==> src/rtl/tpu_core_param_pkg.sv <==
// rtl/tpu_core_param_pkg.sv - opcode and FSM state types shared by the mini-TPU core
package tpu_core_param_pkg;

    localparam int OP_W = 3;

    typedef enum logic [OP_W-1:0] {
        OP_NOP     = 3'b000,
        OP_LOAD_A  = 3'b001,
        OP_LOAD_B  = 3'b010,
        OP_COMPUTE = 3'b011,
        OP_READ    = 3'b100,
        OP_CLEAR   = 3'b101,
        OP_RSVD0   = 3'b110,
        OP_RSVD1   = 3'b111
    } opcode_e;

    typedef enum logic {
        ST_IDLE = 1'b0,
        ST_RUN  = 1'b1
    } state_e;

    // Cycles needed for the last skewed operand pair to reach PE(N-1,N-1).
    function automatic int run_cycles(input int n);
        return 3 * n - 2;
    endfunction

endpackage

==> src/rtl/tpu_core_param_pe.sv <==
// rtl/tpu_core_param_pe.sv - systolic MAC processing element with a/b pass registers
// Ports:
//   clk, rst_n      clock, asynchronous active-low reset
//   clr             synchronous clear of the a/b pass registers
//   en              advance pipeline and accumulate this cycle
//   acc_clr         synchronous clear of the accumulator
//   a_in, b_in      operands from the west / north neighbour
//   a_out, b_out    registered operands towards east / south
//   acc             accumulated result (wraps modulo 2^ACC_W)
module tpu_pe #(
    parameter int DATA_W = 8,
    parameter int ACC_W  = 16
) (
    input  logic              clk,
    input  logic              rst_n,
    input  logic              clr,
    input  logic              en,
    input  logic              acc_clr,
    input  logic [DATA_W-1:0] a_in,
    input  logic [DATA_W-1:0] b_in,
    output logic [DATA_W-1:0] a_out,
    output logic [DATA_W-1:0] b_out,
    output logic [ACC_W-1:0]  acc
);

    logic [DATA_W-1:0]   a_q, a_d, b_q, b_d;
    logic [ACC_W-1:0]    acc_q, acc_d;
    logic [2*DATA_W-1:0] prod;

    assign prod = {{DATA_W{1'b0}}, a_in} * {{DATA_W{1'b0}}, b_in};

    always_comb begin
        a_d   = a_q;
        b_d   = b_q;
        acc_d = acc_q;
        if (clr) begin
            a_d = '0;
            b_d = '0;
        end else if (en) begin
            a_d   = a_in;
            b_d   = b_in;
            acc_d = acc_q + ACC_W'(prod);
        end
        if (acc_clr) begin
            acc_d = '0;
        end
    end

    always_ff @(posedge clk or negedge rst_n) begin
        if (!rst_n) begin
            a_q   <= '0;
            b_q   <= '0;
            acc_q <= '0;
        end else begin
            a_q   <= a_d;
            b_q   <= b_d;
            acc_q <= acc_d;
        end
    end

    assign a_out = a_q;
    assign b_out = b_q;
    assign acc   = acc_q;

endmodule

==> src/rtl/tpu_core_param.sv <==
// rtl/tpu_core_param.sv - parametrised NxN output-stationary systolic mini-TPU core
// Ports:
//   clk, rst_n                  clock, asynchronous active-low reset
//   instr_valid/instr_ready     instruction handshake (transfer on valid && ready)
//   instruction                 {op, pad, row, col, data}
//   result, result_valid        READ data and its one-cycle strobe
//   busy                        high while COMPUTE runs
//   done                        pulse on the last COMPUTE cycle
module tpu_core_param
    import tpu_core_param_pkg::*;
#(
    parameter int N       = 4,
    parameter int DATA_W  = 8,
    parameter int ACC_W   = 16,
    parameter int INSTR_W = 16
) (
    input  logic               clk,
    input  logic               rst_n,
    input  logic               instr_valid,
    output logic               instr_ready,
    input  logic [INSTR_W-1:0] instruction,
    output logic [ACC_W-1:0]   result,
    output logic               result_valid,
    output logic               busy,
    output logic               done
);

    localparam int IDX_W    = $clog2(N);
    localparam int RUN_LEN  = run_cycles(N);
    localparam int CNT_W    = $clog2(RUN_LEN);
    localparam int PAD_W    = INSTR_W - OP_W - 2 * IDX_W - DATA_W;

    opcode_e           op;
    logic [IDX_W-1:0]  row, col;
    logic [DATA_W-1:0] data;

    assign op   = opcode_e'(instruction[INSTR_W-1 -: OP_W]);
    assign data = instruction[DATA_W-1:0];
    assign col  = instruction[DATA_W +: IDX_W];
    assign row  = instruction[DATA_W + IDX_W +: IDX_W];

    generate
        if (PAD_W > 0) begin : g_pad
            logic unused_pad;
            assign unused_pad = ^instruction[INSTR_W-OP_W-1 -: PAD_W];
        end
    endgenerate

    state_e            state_q, state_d;
    logic [CNT_W-1:0]  cnt_q, cnt_d;
    logic [DATA_W-1:0] a_buf_q [N][N];
    logic [DATA_W-1:0] a_buf_d [N][N];
    logic [DATA_W-1:0] b_buf_q [N][N];
    logic [DATA_W-1:0] b_buf_d [N][N];
    logic [ACC_W-1:0]  result_q, result_d;
    logic              result_valid_q, result_valid_d;
    logic              pe_clr, acc_clr, run;

    logic [DATA_W-1:0] a_link [N][N+1];
    logic [DATA_W-1:0] b_link [N+1][N];
    logic [ACC_W-1:0]  c_acc  [N][N];

    assign run = (state_q == ST_RUN);

    always_comb begin
        state_d        = state_q;
        cnt_d          = cnt_q;
        a_buf_d        = a_buf_q;
        b_buf_d        = b_buf_q;
        result_d       = result_q;
        result_valid_d = 1'b0;
        pe_clr         = 1'b0;
        acc_clr        = 1'b0;
        case (state_q)
            ST_IDLE: begin
                if (instr_valid) begin
                    case (op)
                        OP_LOAD_A:  a_buf_d[row][col] = data;
                        OP_LOAD_B:  b_buf_d[row][col] = data;
                        OP_COMPUTE: begin
                            state_d = ST_RUN;
                            cnt_d   = '0;
                            pe_clr  = 1'b1;
                        end
                        OP_READ: begin
                            result_d       = c_acc[row][col];
                            result_valid_d = 1'b1;
                        end
                        OP_CLEAR:   acc_clr = 1'b1;
                        default:    ;
                    endcase
                end
            end
            ST_RUN: begin
                cnt_d = cnt_q + 1'b1;
                if (cnt_q == CNT_W'(RUN_LEN - 1)) begin
                    state_d = ST_IDLE;
                    cnt_d   = '0;
                end
            end
            default: state_d = ST_IDLE;
        endcase
    end

    always_ff @(posedge clk or negedge rst_n) begin
        if (!rst_n) begin
            state_q        <= ST_IDLE;
            cnt_q          <= '0;
            a_buf_q        <= '{default: '0};
            b_buf_q        <= '{default: '0};
            result_q       <= '0;
            result_valid_q <= 1'b0;
        end else begin
            state_q        <= state_d;
            cnt_q          <= cnt_d;
            a_buf_q        <= a_buf_d;
            b_buf_q        <= b_buf_d;
            result_q       <= result_d;
            result_valid_q <= result_valid_d;
        end
    end

    // Skewed edge feed: row i sees A[i][t-i], column j sees B[t-j][j].
    // The offset is one bit wider than cnt so that t < i wraps to a large
    // value and falls outside the 0..N-1 window.
    genvar i, j;
    generate
        for (i = 0; i < N; i++) begin : g_skew
            logic [CNT_W:0] off;
            assign off = {1'b0, cnt_q} - (CNT_W+1)'(i);
            assign a_link[i][0] = (off < (CNT_W+1)'(N)) ? a_buf_q[i][off[IDX_W-1:0]] : '0;
            assign b_link[0][i] = (off < (CNT_W+1)'(N)) ? b_buf_q[off[IDX_W-1:0]][i] : '0;
        end

        for (i = 0; i < N; i++) begin : g_row
            for (j = 0; j < N; j++) begin : g_col
                tpu_pe #(
                    .DATA_W (DATA_W),
                    .ACC_W  (ACC_W)
                ) u_pe (
                    .clk     (clk),
                    .rst_n   (rst_n),
                    .clr     (pe_clr),
                    .en      (run),
                    .acc_clr (acc_clr),
                    .a_in    (a_link[i][j]),
                    .b_in    (b_link[i][j]),
                    .a_out   (a_link[i][j+1]),
                    .b_out   (b_link[i+1][j]),
                    .acc     (c_acc[i][j])
                );
            end
        end
    endgenerate

    assign instr_ready  = (state_q == ST_IDLE);
    assign busy         = run;
    assign done         = run && (cnt_q == CNT_W'(RUN_LEN - 1));
    assign result       = result_q;
    assign result_valid = result_valid_q;

endmodule

==> config.mk <==
export PLATFORM = sky130hd
export DESIGN_NAME = tpu_core_param
export DESIGN_NICKNAME = d
export VERILOG_FILES = /design/src/rtl/tpu_core_param_pkg.sv /design/src/rtl/tpu_core_param_pe.sv /design/src/rtl/tpu_core_param.sv
export SDC_FILE = /design/constraint.sdc
export NUM_CORES = 2
export LEC_CHECK = 0
export CAP_MARGIN = 10
export CORE_AREA = 5 5 489 491
export CTS_CLUSTER_DIAMETER = 40
export DETAILED_ROUTE_END_ITERATION = 16
export DIE_AREA = 0 0 494 496
export PLACE_DENSITY_LB_ADDON = 0.05
export SETUP_SLACK_MARGIN = 0.02
export SKIP_CTS_REPAIR_TIMING = 1
export SLEW_MARGIN = 10
export SYNTH_ARGS = -nofsm -noshare
export SYNTH_HDL_FRONTEND = slang
export SYNTH_SLANG_ARGS = --single-unit
==> constraint.sdc <==
create_clock -name clk -period 8.7 [get_ports clk]
set_input_delay 1.74 -clock clk [delete_from_list [all_inputs] [get_ports clk]]
set_output_delay 1.74 -clock clk [all_outputs]
set_load 0.005 [all_outputs]
==> implementation parameters <==
Parameter                              Value

Timing
  Fin Clk Skew ... approximately 0.06 ns
  Max Freq ... between 100 and 150 MHz
  Slew HR ... roughly 27%
  Final hold violations ... 0
  Final cycle utilization of the critical path ... between 80% and 90%
  Least-Margin Pin Slew ... between 1 and 1.5 ns
  Setup TNS ... 0 ns
  Final count of negative-setup-slack endpoints ... 0
  Worst path setup slack after routing ... between 1 and 1.5 ns
  Final Slew Violations ... 0
  Final period demand of the worst path ... 7.30 ns
  RSZ-0062 raised after global routing ... false

Placement
  Worst slack after detailed placement ... ~1.4 ns
  Number of buffer cells added on primary ports ... 37
  Instance area at placement ... 0.0731 sq mm
  Estimated wirelength of the detail-placed design ... 164000 microns
  Routability congestion estimate ... between 0.7 and 0.8

Drt
  Total number of vias ... ~48000
  Met1 wire length ... about 96000 microns
  Highest routed metal layer ... met5
  Vias per std cell ... roughly 4.7
  DRC marker count from the first detailed-route iteration ... 2388
  Routed wire length on met2 ... 108000 microns
  Post-detailed-route DRC marker count ... 0
  DRT Pass-1 Iters ... 5
  Amount of wire on met3 after detailed routing ... 7260 microns
  Average detailed-routed wire length per instance ... roughly 21 microns
  Count of antenna-violating nets left after detailed routing ... 0
  Total wire length ... approximately 220000 microns

Floorplanning
  Horiz. Die Dim ... roughly 490 microns
  Starting density of the core ... about 30%
  IO Pins ... 39
  Std-Cell Rows ... approximately 180
  Core area ... between 0.2 and 0.25 sq mm
  Die Outline Area ... 0.245 sq mm
  Y dimension of the die ... between 400 and 500 microns

Finish
  Filler Cells Inserted ... approximately 24000
  Sequential standard cell area ... 0.0182 sq mm
  Fraction of final layout cells with drive strength greater than 1 ... ~11%
  Multi-input combinational cell area ... between 0.04 and 0.05 sq mm
  Number of nets at the end of the flow ... between 8000 and 9000
  Layout Area Growth over Synthesis ... 14.1%
  Commonest non-fill, non-tap cell in the layout ... sky130_fd_sc_hd__inv_1
  Top library cells by usage in the layout, fill and taps aside ... sky130_fd_sc_hd__inv_1 (1370), sky130_fd_sc_hd__fa_1 (800), sky130_fd_sc_hd__nand2_1 (769)
  Summed area of non-filler cells in the final layout ... between 0.07 and 0.08 sq mm

Worst setup path
  Worst Setup End Kind ... register
  Slowest stage cell on the critical path ... sky130_fd_sc_hd__dfrtp_2
  Largest driver fanout on the critical path ... 25
  Number of buffer and inverter stages on the critical path ... 5
  Cell Chain, Critical Path ... inv_1, ha_1, buf_4, mux4_2, nor2b_1, nand2_1, fa_1, inv_1, fa_1, fa_1, inv_1, fa_1, inv_1, ha_1, o21ai_0, a21oi_1, o221ai_1, a2111oi_0, a221oi_1, a21oi_1
  Critical path data arrival time ... 8.01 ns
  Max stage delay on crit path ... 0.85 ns
  Startpoint types ... register
  Crit path required time ... between 9 and 10 ns
  Cell type group with the largest total delay on the critical path ... adder cells
  Worst Setup Path Type ... reg2reg

Clock network
  CTS max path bufs ... 3
  Clock transition at path regs ... 0.05 ns
  CTS root buf ... sky130_fd_sc_hd__clkbuf_16
  Later-pin clock latency in the skew report ... around 0.83 ns
  Clock sink total ... around 730
  Clock H-tree levels ... 4
  Clock tree from TritonCTS ... yes
  Cts bufs inserted ... roughly 170

Global route
  Wire length of the first global-routing pass ... between 300000 and 400000 microns
  Initial antenna violation count ... 15
  Maximum number of pins on one net before global-route repair ... between 100 and 150
  Aggregate global-route resource usage ... between 10% and 20%
  Via count of the first global-routing pass ... roughly 53000
  Total congestion overflow ... 0

Synthesis
  Number of enable-type register cells in the synthesized netlist ... 0
  Biggest area consumer among synthesized cells ... sky130_fd_sc_hd__dfrtp_1
  Post-Syn Nets ... 8304
  Library cells used by synthesis ... 72
  Most frequently used flop master after synthesis ... sky130_fd_sc_hd__dfrtp_1
  Top area cells in the synthesized netlist ... sky130_fd_sc_hd__dfrtp_1 (26%), sky130_fd_sc_hd__fa_1 (23%), sky130_fd_sc_hd__ha_1 (10%), sky130_fd_sc_hd__inv_1 (7.4%), sky130_fd_sc_hd__mux4_2 (4.5%)
  Number of cells produced by synthesis ... roughly 6900
  Register bit total from synthesis ... about 730
  Part of the Yosys area used for sequential elements ... around a quarter
  Share of synthesized flip-flops with an asynchronous set or reset ... between 90% and 100%
  Post-Synthesis Cell Area ... ~0.070 sq mm
  YS warnings ... 0
  Top cell type's share of synthesized area ... 26.0%
  Per-instance average area after synthesis ... 10.1 sq um

Pwr
  Power per cell area ... between 200 and 250 mW/mm^2
  Max IR drop VDD ... between 0.15 and 0.2 mV
  Leakage dissipation ... around 40 nW
  Overall power ... roughly 17 mW

Worst hold path
  Class of the most critical hold timing path ... reg2reg

Job
  Max capacitance violation total ... 0

Run status
  Result of the run ... complete, no violations
==> path summary, 6_finish.rpt <==
path | slack, ns | startpoint | endpoint | cells past startpoint
hold reg to reg | 0.48 | a_buf_q[23] | a_buf_q[23] | 1
setup reg to reg | 1.40 | cnt_q[1] | g_row[0].g_col[3].u_pe.acc[13] | 20
setup / recovery | 1.40 | cnt_q[1] | g_row[0].g_col[3].u_pe.acc[13] | 20
max in group asynchronous | 5.96 | rst_n | g_row[1].g_col[3].u_pe.acc[7] | 3
hold / removal | 0.48 | a_buf_q[23] | a_buf_q[23] | 1
min in group asynchronous | 0.95 | rst_n | a_buf_q[58] | 1
==> per-stage QoR <==
| stage | utilization (%) | instances | hold WS, ns |
|---|---|---|---|
| final | 34.0 | 10100 | 0.481 |
| after floorplan | - | 6918 | 0.453 |
| after CTS | 34.0 | 10100 | 0.485 |
| after global placement | 31.2 | 9768 | 0.465 |
| after global routing | 34.0 | 10100 | 0.500 |
| after detailed placement | 31.2 | 9768 | 0.472 |
==> metal layers <==
layer  track usage, %  vias up
met5                0        -
met4             4.26        8
met3             2.69      242
met2             31.7      599
met1             23.8    25000
li1                 -    21900
==> flip-flops by register name, indices dropped and copies added (netlist names) <==
| name | flops |
|---|---|
| busy | 1 |
| b_buf_q | 128 |
| result | 16 |
| a_buf_q | 128 |
| g_row.g_col.u_pe.b_out | 96 |
| g_row.g_col.u_pe.acc | 256 |
| g_row.g_col.u_pe.a_out | 96 |
| result_valid | 1 |
| cnt_q | 4 |
==> where the power goes <==
| part | switching [mW] | leakage, nW | internal, mW |
|---|---|---|---|
| Combinational | 2.76 | 26.7 | 1.70 |
| Clock | 2.37 | 3.14 | 4.89 |
| Sequential | 1.08 | 9.98 | 3.90 |
==> cell type report <==
class | count | share of cell area, %
Timing Repair Buffer | 96 | 1.13
Clock inverter | 107 | 2.23
Inverter | 1371 | 6.46
Multi-Input combinational cell | 4425 | 56.4
Antenna cell | 7 | 0.0220
Sequential cell | 726 | 22.8
Tap cell | 3150 | 4.95
Clock buffer | 214 | 5.99
==> synth_stat cells, types with 5 or more instances <==
cell type,count
sky130_fd_sc_hd__a2111oi_0,5
sky130_fd_sc_hd__a211o_1,11
sky130_fd_sc_hd__a211oi_1,31
sky130_fd_sc_hd__a21o_1,56
sky130_fd_sc_hd__a21oi_1,117
sky130_fd_sc_hd__a221oi_1,5
sky130_fd_sc_hd__a22o_1,269
sky130_fd_sc_hd__a22oi_1,7
sky130_fd_sc_hd__a31oi_1,29
sky130_fd_sc_hd__a32o_1,13
sky130_fd_sc_hd__and2_1,496
sky130_fd_sc_hd__and3_1,59
sky130_fd_sc_hd__buf_1,46
sky130_fd_sc_hd__buf_2,29
sky130_fd_sc_hd__clkbuf_1,312
sky130_fd_sc_hd__dfrtp_1,726
sky130_fd_sc_hd__fa_1,800
sky130_fd_sc_hd__ha_1,567
sky130_fd_sc_hd__inv_1,1371
sky130_fd_sc_hd__mux2_1,25
sky130_fd_sc_hd__mux2_2,253
sky130_fd_sc_hd__mux2i_1,6
sky130_fd_sc_hd__mux4_2,141
sky130_fd_sc_hd__nand2_1,769
sky130_fd_sc_hd__nand2b_1,21
sky130_fd_sc_hd__nand3_1,26
sky130_fd_sc_hd__nand4_1,11
sky130_fd_sc_hd__nand4b_1,5
sky130_fd_sc_hd__nor2_1,81
sky130_fd_sc_hd__nor2b_1,29
sky130_fd_sc_hd__nor3_1,24
sky130_fd_sc_hd__o211ai_1,12
sky130_fd_sc_hd__o21a_1,19
sky130_fd_sc_hd__o21ai_0,241
sky130_fd_sc_hd__o21bai_1,19
sky130_fd_sc_hd__o31ai_1,17
sky130_fd_sc_hd__or2_2,9
sky130_fd_sc_hd__or3_1,5
sky130_fd_sc_hd__xnor2_1,115
sky130_fd_sc_hd__xor2_1,78
==> kinds of logic (layout without fill, tap and decap cells) <==
| kind of cell | Yosys count | in the layout | synth area share [%] |
|---|---|---|---|
| multiplexers | 426 | 426 | 9.16 |
| adder cells (fa/ha/maj) | 1367 | 1367 | 33.1 |
| flip-flops | 726 | 726 | 26.0 |
| other | 0 | 7 | 0 |
| buffers and inverters | 1767 | 1788 | 9.64 |
| AO/OA/AOI/OAI | 890 | 890 | 8.86 |
| AND/OR/NAND/NOR | 1549 | 1549 | 10.8 |
| XOR/XNOR | 193 | 193 | 2.42 |
(Power assumes the default switching activity.)
